### src/rtl/hoops_pkg.sv
// hoops_pkg
// Shared constants and types for the hoop game blocks: screen geometry,
// hoop sprite size and the spawn scheduler FSM state encoding.
package hoops_pkg;

    localparam int SCREEN_W = 640;
    localparam int SCREEN_H = 480;
    localparam int HOOP_W   = 28;
    localparam int HOOP_H   = 58;
    localparam int LFSR_W   = 16;

    typedef enum logic [1:0] {
        ST_IDLE  = 2'd0,
        ST_PICK  = 2'd1,
        ST_ISSUE = 2'd2
    } hoop_state_e;

endpackage

### src/rtl/lfsr16.sv
// lfsr16
// 16-bit Fibonacci LFSR, polynomial x^16 + x^14 + x^13 + x^11 + 1.
// Shifts left one position per enabled clock; the new LSB is the XOR of
// the tap bits. Only the low OUT_W bits are exported.
//
// Ports:
//   clk     system clock
//   resetN  asynchronous, active-high reset (loads SEED)
//   enable  advance the register this cycle
//   value   low OUT_W bits of the register
module lfsr16
    import hoops_pkg::*;
#(
    parameter logic [LFSR_W-1:0] SEED  = 16'hACE1,
    parameter int                OUT_W = LFSR_W
) (
    input  logic             clk,
    input  logic             resetN,
    input  logic             enable,
    output logic [OUT_W-1:0] value
);

    logic [LFSR_W-1:0] state;
    logic              feedback;

    // Taps 16,14,13,11 counted from 1 map to bits 15,13,12,10.
    assign feedback = state[15] ^ state[13] ^ state[12] ^ state[10];

    always_ff @(posedge clk or posedge resetN) begin
        if (resetN) begin
            state <= SEED;
        end else if (enable) begin
            state <= {state[LFSR_W-2:0], feedback};
        end
    end

    assign value = state[OUT_W-1:0];

endmodule

### src/rtl/hoop_spawn_scheduler.sv
// hoop_spawn_scheduler
// Counts video frames and, once per SPAWN_PERIOD frames, hands a new hoop
// to the lowest-index free mover slot at a pseudo-random X position.
//
// Ports:
//   clk           system clock
//   resetN        asynchronous, active-high reset (name kept from codebase)
//   startOfFrame  one-cycle pulse per video frame
//   pause         freezes frame counting and the LFSR
//   slotRetire    per-slot pulse: hoop left the screen or hit the tower
//   spawnAck      mover accepted the pending spawn command
//   spawnValid    spawn command pending (high exactly in ISSUE)
//   spawnSlot     target slot index, held until acked
//   spawnX        signed spawn X in pixels, 0..X_RANGE-1, held until acked
//   slotBusy      1 = slot holds a live hoop
//   slotCollect   (HOOP_SCORE_EN) per-slot tower-through-hoop pulse
//   score         (HOOP_SCORE_EN) saturating 16-bit collect counter
//
// Build option: define HOOP_SCORE_EN to add slotCollect/score.
module hoop_spawn_scheduler
    import hoops_pkg::*;
#(
    parameter int          NUM_SLOTS    = 4,
    parameter int          SPAWN_PERIOD = 90,
    parameter int          X_RANGE      = SCREEN_W - HOOP_W,
    parameter logic [15:0] LFSR_SEED    = 16'hACE1
) (
    input  logic                         clk,
    input  logic                         resetN,
    input  logic                         startOfFrame,
    input  logic                         pause,
    input  logic [NUM_SLOTS-1:0]         slotRetire,
    input  logic                         spawnAck,
`ifdef HOOP_SCORE_EN
    input  logic [NUM_SLOTS-1:0]         slotCollect,
    output logic [15:0]                  score,
`endif
    output logic                         spawnValid,
    output logic [$clog2(NUM_SLOTS)-1:0] spawnSlot,
    output logic signed [10:0]           spawnX,
    output logic [NUM_SLOTS-1:0]         slotBusy
);

    localparam int SLOT_W = $clog2(NUM_SLOTS);
    localparam int CNT_W  = $clog2(SPAWN_PERIOD);

    localparam logic [1:0]       IDLE      = ST_IDLE;
    localparam logic [1:0]       PICK      = ST_PICK;
    localparam logic [1:0]       ISSUE     = ST_ISSUE;
    localparam logic [CNT_W-1:0] CNT_LAST  = CNT_W'(SPAWN_PERIOD - 1);
    localparam logic [10:0]      X_RANGE_U = 11'(X_RANGE);

    logic [1:0]           state;
    logic [CNT_W-1:0]     frame_cnt;
    logic                 spawnPending;
    logic [9:0]           lfsr_low;
    logic                 period_wrap;
    logic                 ack_take;
    logic                 free_found;
    logic [SLOT_W-1:0]    free_idx;
    logic [NUM_SLOTS-1:0] set_mask;

    // Fold a 10-bit random value (0..1023) into 0..X_RANGE-1 with one
    // conditional subtract; valid because X_RANGE is at least 512.
    function automatic logic signed [10:0] fold_x(input logic [9:0] l);
        logic [10:0] lx;
        lx = {1'b0, l};
        if (lx >= X_RANGE_U) begin
            return $signed(lx - X_RANGE_U);
        end
        return $signed(lx);
    endfunction

    lfsr16 #(
        .SEED  (LFSR_SEED),
        .OUT_W (10)
    ) u_lfsr (
        .clk    (clk),
        .resetN (resetN),
        .enable (!pause),
        .value  (lfsr_low)
    );

    assign period_wrap = startOfFrame && !pause && (frame_cnt == CNT_LAST);
    assign ack_take    = (state == ISSUE) && spawnAck;
    assign spawnValid  = (state == ISSUE);

    // Lowest-index free slot: scan downwards so the last hit wins.
    always_comb begin
        free_found = 1'b0;
        free_idx   = '0;
        for (int i = NUM_SLOTS - 1; i >= 0; i--) begin
            if (!slotBusy[i]) begin
                free_found = 1'b1;
                free_idx   = SLOT_W'(i);
            end
        end
    end

    always_comb begin
        set_mask = '0;
        if (ack_take) begin
            set_mask[spawnSlot] = 1'b1;
        end
    end

    always_ff @(posedge clk or posedge resetN) begin
        if (resetN) begin
            frame_cnt <= '0;
        end else if (startOfFrame && !pause) begin
            frame_cnt <= period_wrap ? '0 : frame_cnt + CNT_W'(1);
        end
    end

    // Pending is a flag, not a count: a wrap while already pending is absorbed.
    always_ff @(posedge clk or posedge resetN) begin
        if (resetN) begin
            spawnPending <= 1'b0;
        end else if (ack_take) begin
            spawnPending <= 1'b0;
        end else if (period_wrap) begin
            spawnPending <= 1'b1;
        end
    end

    always_ff @(posedge clk or posedge resetN) begin
        if (resetN) begin
            state     <= IDLE;
            spawnSlot <= '0;
            spawnX    <= '0;
        end else begin
            case (state)
                IDLE: begin
                    if (spawnPending) begin
                        state <= PICK;
                    end
                end
                PICK: begin
                    // No free slot: back to IDLE with pending still set,
                    // which retries PICK on the following cycle.
                    if (free_found) begin
                        spawnSlot <= free_idx;
                        spawnX    <= fold_x(lfsr_low);
                        state     <= ISSUE;
                    end else begin
                        state <= IDLE;
                    end
                end
                ISSUE: begin
                    if (spawnAck) begin
                        state <= IDLE;
                    end
                end
                default: state <= IDLE;
            endcase
        end
    end

    // A same-cycle ack set beats a retire clear on the same slot.
    always_ff @(posedge clk or posedge resetN) begin
        if (resetN) begin
            slotBusy <= '0;
        end else begin
            slotBusy <= (slotBusy & ~slotRetire) | set_mask;
        end
    end

`ifdef HOOP_SCORE_EN
    function automatic logic [15:0] sat_inc16(input logic [15:0] v);
        return (v == 16'hFFFF) ? v : v + 16'd1;
    endfunction

    // One point per cycle regardless of how many busy slots collected.
    always_ff @(posedge clk or posedge resetN) begin
        if (resetN) begin
            score <= '0;
        end else if (|(slotCollect & slotBusy)) begin
            score <= sat_inc16(score);
        end
    end
`endif

endmodule

### config.mk
export PLATFORM = sky130hd
export DESIGN_NAME = hoop_spawn_scheduler
export DESIGN_NICKNAME = d
export VERILOG_FILES = /design/src/rtl/hoops_pkg.sv /design/src/rtl/lfsr16.sv /design/src/rtl/hoop_spawn_scheduler.sv
export SDC_FILE = /design/constraint.sdc
export NUM_CORES = 1
export LEC_CHECK = 0
export ABC_AREA = 0
export BUFFER_PORTS_ARGS = -buffer_cell sky130_fd_sc_hd__buf_2
export CAP_MARGIN = 20
export CORE_AREA = 10 10 84 86
export DETAILED_ROUTE_END_ITERATION = 8
export DIE_AREA = 0 0 94 96
export PLACE_DENSITY = 0.59
export SYNTH_ARGS = -nofsm -noshare
export SYNTH_HDL_FRONTEND = slang
export SYNTH_SLANG_ARGS = --single-unit
### constraint.sdc
create_clock -name clk -period 1.89 [get_ports clk]
set_input_delay 0 -clock clk [delete_from_list [all_inputs] [get_ports clk]]
set_output_delay 0 -clock clk [all_outputs]
set_load 0.01 [all_outputs]
Word-level counts from Yosys, hierarchy flattened:

Index checks and enable logic that the tools add are counted.

* bits of input ports: 9
* output and inout port bits: 18
* register bits: 43

* eq/ne operators: 5
* mux-type cells: 23
* add/subtract/negate cells: 2
* $lt $le $gt $ge: 3
* bitwise logic cells: 6
* reduce and logical (&&, ||, !) cells: 9

Operators by type and width (number)
* 2-to-1 mux 11 bit: 2
* 2-to-1 mux 2 bit: 7
* subtractor 10 x 10 -> 11 bit, second input constant: 1
* >= comparator 10 bit, second input constant: 1
* 2-to-1 mux 1 bit: 10
* adder 7 x 1 -> 7 bit, second input constant: 1
* equality test 7 bit, second input constant: 1
* 2-to-1 mux 7 bit: 1
* case mux 2 bit (3 select lines): 1
* bitwise AND 4 bit: 1
* logical AND 1 bit: 4
* 2-to-1 mux 4 bit: 1
* != test 2 bit, second input constant: 2
* NOT 4 bit: 1
* OR 4 bit: 1
* AND reduction 2 bit: 2
* < comparator 2 x 3 -> 1 bit, second input constant: 1
* XOR 1 bit: 3
* demux 1 bit (select 2 bit): 1
* equality test 2 x 1 -> 1 bit, second input constant: 1
* equality test 2 bit, second input constant: 1
* >= comparator 2 x 1 -> 1 bit, second input constant: 1
* zero test 2 bit: 1
* nonzero test 2 bit: 1
* zero test 1 bit: 1

Logic depth before layout (Yosys ltp):

* depth after elaboration: 7
* mapped depth: 7
* mapped depth without buffers: 7

By module:

Synthesis repeated with hierarchy kept, for this count alone.

* cells, all modules: 183
* area, all modules: 2127.0 um2

By module, submodules not included
* hoop_spawn_scheduler: sequential area each 675.6 um2, area an instance 1372.6 um2, cells an instance 134, times used 1
* lfsr16: sequential area each 410.4 um2, area an instance 754.5 um2, cells an instance 49, times used 1

Least setup slack after synthesis:

No wires, ideal clock.

* path type: flip-flop to flip-flop
* from: reg u_lfsr.state[3]
* to: reg spawnX[3]
* stages on the path, launching flop included: 7
* library setup time: 0.126 ns
* setup slack: 0.200 ns
* period minus slack after synthesis: 1.690 ns
* data arrival time: 1.564 ns
* path through: dfrtp_1 > inv_1 > ha_1 > or3b_4 > a21oi_1 > o21ai_2 > a221o_1

* word-level cells in the longest chain between the ends: 5
* elaborated cells on any way between the ends: 7
* classes of those cells: 1 x add/sub; 1 x order compare; 5 x mux

Ends and longest elaborated chain
* start, declared: line lfsr16.sv:23 `logic [LFSR_W-1:0] state;`
* start signal, assigned: line lfsr16.sv:33 `state <= {state[LFSR_W-2:0], feedback};`
* >= comparator 10 bit: line hoop_spawn_scheduler.sv:68 `if (lx >= X_RANGE_U) begin`
* 2-to-1 mux 1 bit: line hoop_spawn_scheduler.sv:68
* 2-to-1 mux 1 bit: line hoop_spawn_scheduler.sv:141 `if (free_found) begin`
* 2-to-1 mux 1 bit: line hoop_spawn_scheduler.sv:132 `case (state)`
* 2-to-1 mux 11 bit *: line hoop_spawn_scheduler.sv:71 `return $signed(lx);`
* end signal, assigned: line hoop_spawn_scheduler.sv:143 `spawnX <= fold_x(lfsr_low);`
* end, declared: line hoop_spawn_scheduler.sv:40 `output logic signed [10:0] spawnX,`

Every way passes the cells marked *; elsewhere a longest branch is shown, timed or not. The select of a mux whose other input is x is not followed.
A chain may end at the register's enable or synchronous reset.

Final worst setup path:

Same ends and word-level chain as after synthesis.

==> qor.yml <==
cts:
  skew_pair_late_insertion_delay_ns: 0.29
  cts_root_buf: "sky130_fd_sc_hd__clkbuf_8"
  htreeDepth: 2
  tritoncts_clock_tree: "done"
  clock-sinks: 43
  cts_inserted_buffers: 5
  clkSlewWorstSetupHoldPaths_ns: 0.08
  clock_path_buffers: 2
timing:
  worst_slew_pin_slew_ns: 0.4894
  maxSlewViolCount: 0
  final.setup_skew_ns: 0.005933
  finalSetupViolCount: 0
  timing.fmax_ghz: 0.5636
  setup_total_negative_slack_ns: 0
  final_min_period_over_clock_period: 0.9388
  final_hold_viol_count: 0
  slew-limit-headroom: 0.6729
  final.min_clock_period_ns: 1.774
  grt_setup_unrepaired: "false"
worst_hold_path:
  holdCritStartpoint: "startOfFrame"
  timing.hold.worst_path_depth: 3
  hold_class: "in2reg"
  worstHoldEndpoint: "frame_cnt[1]$_DFFE_PP0P_"
critical_path:
  crit_family: "compound AO/OA/AOI/OAI gates"
  ordered_cell_list_for_the_critical_path: "inv_1 -> ha_1 -> or3b_4 -> a21oi_2 -> o21ai_2 -> a221o_1"
  critical_path_required_ns: 2.06
  cp.arrival_ns: 1.95
  total_buffers_and_inverters_traversed_by_the_critical_path: 1
  timing.critical_path.fanout_max: 4
  timing.rr.end: "spawnX[3]$_DFFE_PP0P_"
  crit_cells: 6
  setup.worst_path.class: "reg2reg"
  slowest_stage_delay_cp_ns: 0.42
  timing.critical_path.from_type: "register"
  critical-path-slowest-cell: "sky130_fd_sc_hd__dfrtp_1"
  cells_on_worst_reg2reg_path: 6
  critPathCaptureType: "register"
  rrSetupSlack_ns: 0.12
  critical_path.reg2reg.startpoint: "u_lfsr.state[3]$_DFFE_PP0N_"
power:
  power.density_mw_per_mm2: 1158
  power.static_leakage_nw: 1.097
  irDropWorstVdd_v: 0.0005136
final_layout:
  layout-drive-gt1-share: 0.2991
  antenna_cells_inserted: 0
  finalInstanceArea_sq_mm: 0.002395
  finalNetCount: 236
  layout.cells.non_filler: 296
  area_delta_synth_final_pct: 21.99
logic_synthesis:
  syn_avg_cell_area_sq_um: 10.67
  syn_area_sq_mm: 0.001963
  ys.warnings.count: 0
  synth_cell_type_count: 39
  synth_sequential_area_ratio: 0.5532
  synth_cells: 184
  synth_nets: 197
  ys_seq_elements: 43
global_routing:
  initial_antenna_violation_count: 0
  grt_first_pass_wirelength_mm: 6.872
  vias_in_the_first_global_route: 1432
  grt.total_usage: 0.09352
  grt_start_max_net_pins: 31
  grt_remaining_overflow: 0
die:
  die-area_sq_mm: 0.009024
  die_width_microns: 94
  design.core.area_sq_mm: 0.005405
  num_rows: 27
  design.portCount: 27
  chipHeight_microns: 96
  initial_core_util: 0.3632
drt:
  postRouteAntennaNets: 0
  detailroute.via_count: 1438
  drt-vias-per-instance: 4.858
  detail_route.first_pass.iterations: 4
  finalWirelength_mm: 3.934
  drt_iter0_markers: 125
  wl_per_cell_microns: 13.29
  drc_errors: 0
placed_design:
  placedInstanceArea_sq_mm: 0.002193
  place_congestion: 0.8769
  port-buffer-count: 26
  dp.cells: 281
  detailedPlacementHpwl_mm: 2.864
flow_run:
  max_cap_viol_count: 0
status:
  outcome: "complete, no violations"
[per-stage QoR]
step	hold slack, ns	setup slack (ns)	power, mW	utilization
3_3_place_gp	0.1662	0.1425	2.029	0.4058
6_report	0.06540	0.1157	2.773	0.4431
2_1_floorplan	0.09898	0.2000	1.873	-
4_1_cts	0.05674	0.07733	2.792	0.4387
3_5_place_dp	0.1919	0.09799	2.040	0.4058
5_1_grt	0.1052	0.006169	2.964	0.4431
[cells in the final DEF (no fill, tap or decap), types with 2 or more instances in the layout]
master,count
sky130_fd_sc_hd__a21o_1,2
sky130_fd_sc_hd__a21oi_1,7
sky130_fd_sc_hd__a21oi_2,2
sky130_fd_sc_hd__buf_2,26
sky130_fd_sc_hd__buf_4,4
sky130_fd_sc_hd__clkbuf_8,6
sky130_fd_sc_hd__dfrtp_1,35
sky130_fd_sc_hd__dfstp_2,8
sky130_fd_sc_hd__dlygate4sd3_1,6
sky130_fd_sc_hd__ha_1,4
sky130_fd_sc_hd__inv_1,12
sky130_fd_sc_hd__mux2_2,13
sky130_fd_sc_hd__nand2_1,23
sky130_fd_sc_hd__nand3_1,4
sky130_fd_sc_hd__nand4_1,4
sky130_fd_sc_hd__nor2_1,8
sky130_fd_sc_hd__nor2b_1,6
sky130_fd_sc_hd__nor3_1,2
sky130_fd_sc_hd__o21ai_0,15
sky130_fd_sc_hd__o21ai_1,2
sky130_fd_sc_hd__o22ai_1,2
sky130_fd_sc_hd__o31ai_1,4
sky130_fd_sc_hd__o32ai_1,2
sky130_fd_sc_hd__xnor2_1,5
sky130_fd_sc_hd__xor2_1,3
[registers in the layout, indices dropped and copies added (netlist names)]
register / count
spawnX: 11
frame_cnt: 7
state: 2
slotBusy: 4
spawnPending: 1
spawnSlot: 2
u_lfsr.state: 16
[metal layers]
layer / track usage / up-vias / routed length (microns)
li1: - / 717 / -
met1: 0.1230 / 675 / 1982
met2: 0.1336 / 39 / 1551
met3: 0.03268 / 7 / 316
met4: 0.04557 / 0 / 84
met5: 0 / - / 0
[cell usage after synthesis]
cell type / instances / area (sq um)
sky130_fd_sc_hd__mux2_2: 13 / 146.4
sky130_fd_sc_hd__o22ai_1: 2 / 12.51
sky130_fd_sc_hd__or2_2: 1 / 6.260
sky130_fd_sc_hd__buf_1: 1 / 3.750
sky130_fd_sc_hd__ha_1: 4 / 50.05
sky130_fd_sc_hd__or3b_4: 1 / 11.26
sky130_fd_sc_hd__o31ai_1: 4 / 30.03
sky130_fd_sc_hd__nand4_1: 4 / 25.02
sky130_fd_sc_hd__or3_1: 1 / 6.260
sky130_fd_sc_hd__o21ai_1: 2 / 10.01
sky130_fd_sc_hd__nor2_1: 8 / 30.03
sky130_fd_sc_hd__clkbuf_1: 3 / 11.26
sky130_fd_sc_hd__o211ai_1: 1 / 7.510
sky130_fd_sc_hd__dfrtp_1: 35 / 875.8
sky130_fd_sc_hd__nand2_1: 23 / 86.33
sky130_fd_sc_hd__o32ai_1: 2 / 17.52
sky130_fd_sc_hd__a21oi_1: 8 / 40.04
sky130_fd_sc_hd__nand2b_1: 1 / 6.260
sky130_fd_sc_hd__o21a_1: 1 / 7.510
sky130_fd_sc_hd__inv_1: 13 / 48.80
sky130_fd_sc_hd__dfstp_2: 8 / 210.2
sky130_fd_sc_hd__a21oi_2: 1 / 8.760
sky130_fd_sc_hd__a32oi_1: 1 / 8.760
sky130_fd_sc_hd__and4bb_2: 1 / 12.51
sky130_fd_sc_hd__nor3b_1: 1 / 7.510
sky130_fd_sc_hd__xor2_1: 3 / 26.28
sky130_fd_sc_hd__a21o_1: 2 / 15.01
sky130_fd_sc_hd__xnor2_1: 5 / 43.79
sky130_fd_sc_hd__buf_2: 1 / 5.000
sky130_fd_sc_hd__nor2b_1: 6 / 37.54
sky130_fd_sc_hd__a221o_1: 1 / 10.01
sky130_fd_sc_hd__nor3_2: 1 / 10.01
sky130_fd_sc_hd__a31oi_1: 1 / 6.260
sky130_fd_sc_hd__a22oi_1: 1 / 7.510
sky130_fd_sc_hd__nor3_1: 2 / 10.01
sky130_fd_sc_hd__a211oi_1: 1 / 7.510
sky130_fd_sc_hd__o21ai_2: 1 / 8.760
sky130_fd_sc_hd__nand3_1: 4 / 20.02
sky130_fd_sc_hd__o21ai_0: 15 / 75.07
[power breakdown]
group	leakage (nW)	internal, mW	switching (mW)
sequential	0.557	1.17	0.224
combinational	0.479	0.328	0.326
clock	0.0612	0.428	0.302
total	1.10	1.92	0.852
[kinds of logic after synthesis]
kind of cell    count (synthesis)  share of synthesized area
buf+inv                        18                    0.03505
xor+xnor                        8                    0.03569
simple gates                   54                     0.1370
fa+ha+maj                       4                    0.02549
mux                            13                    0.07457
flops                          43                     0.5532
compound gates                 44                     0.1390
[worst max path at each step]
stage | slack, ns | to | startpoint
finish | 0.12 | spawnX[3]$_DFFE_PP0P_ | u_lfsr.state[3]$_DFFE_PP0N_
global route | 0.006 | spawnX[7]$_DFFE_PP0P_ | u_lfsr.state[3]$_DFFE_PP0N_
CTS | 0.08 | spawnX[3]$_DFFE_PP0P_ | u_lfsr.state[3]$_DFFE_PP0N_
detailed placement | 0.1 | spawnX[3]$_DFFE_PP0P_ | u_lfsr.state[3]$_DFFE_PP0N_
global placement | 0.14 | spawnX[3]$_DFFE_PP0P_ | u_lfsr.state[3]$_DFFE_PP0N_
floorplan | 0.20 | spawnX[3]$_DFFE_PP0P_ | u_lfsr.state[3]$_DFFE_PP0N_
[what timing repair did]
action / CTS / global route
buffers inserted: 0 / 0
resized for setup: 0 / 1
setup endpoints to repair: 0 / 1
hold endpoints to repair: 25 / 0
hold buffers: 6 / 0
[layout make-up]
class                      instances  area, sq um
fill                             527         3010
clock inverter                     2        35.03
clock buffer                       6        82.58
tap                               72        90.09
multi-input combinational        123        812.0
sequential                        43         1086
inverter                          13        48.80
timing repair buffer              37        240.2
[worst reg2reg max path, delay by kind of cell (launching register included)]
kind	cells	cell delay [ns]
adder cells (fa/ha/maj)	1	0.14
buffers and inverters	1	0.12
flip-flops	1	0.42
AO/OA/AOI/OAI	3	0.59
AND/OR/NAND/NOR	1	0.39
No activity file was read; power rests on OpenSTA's default activity.
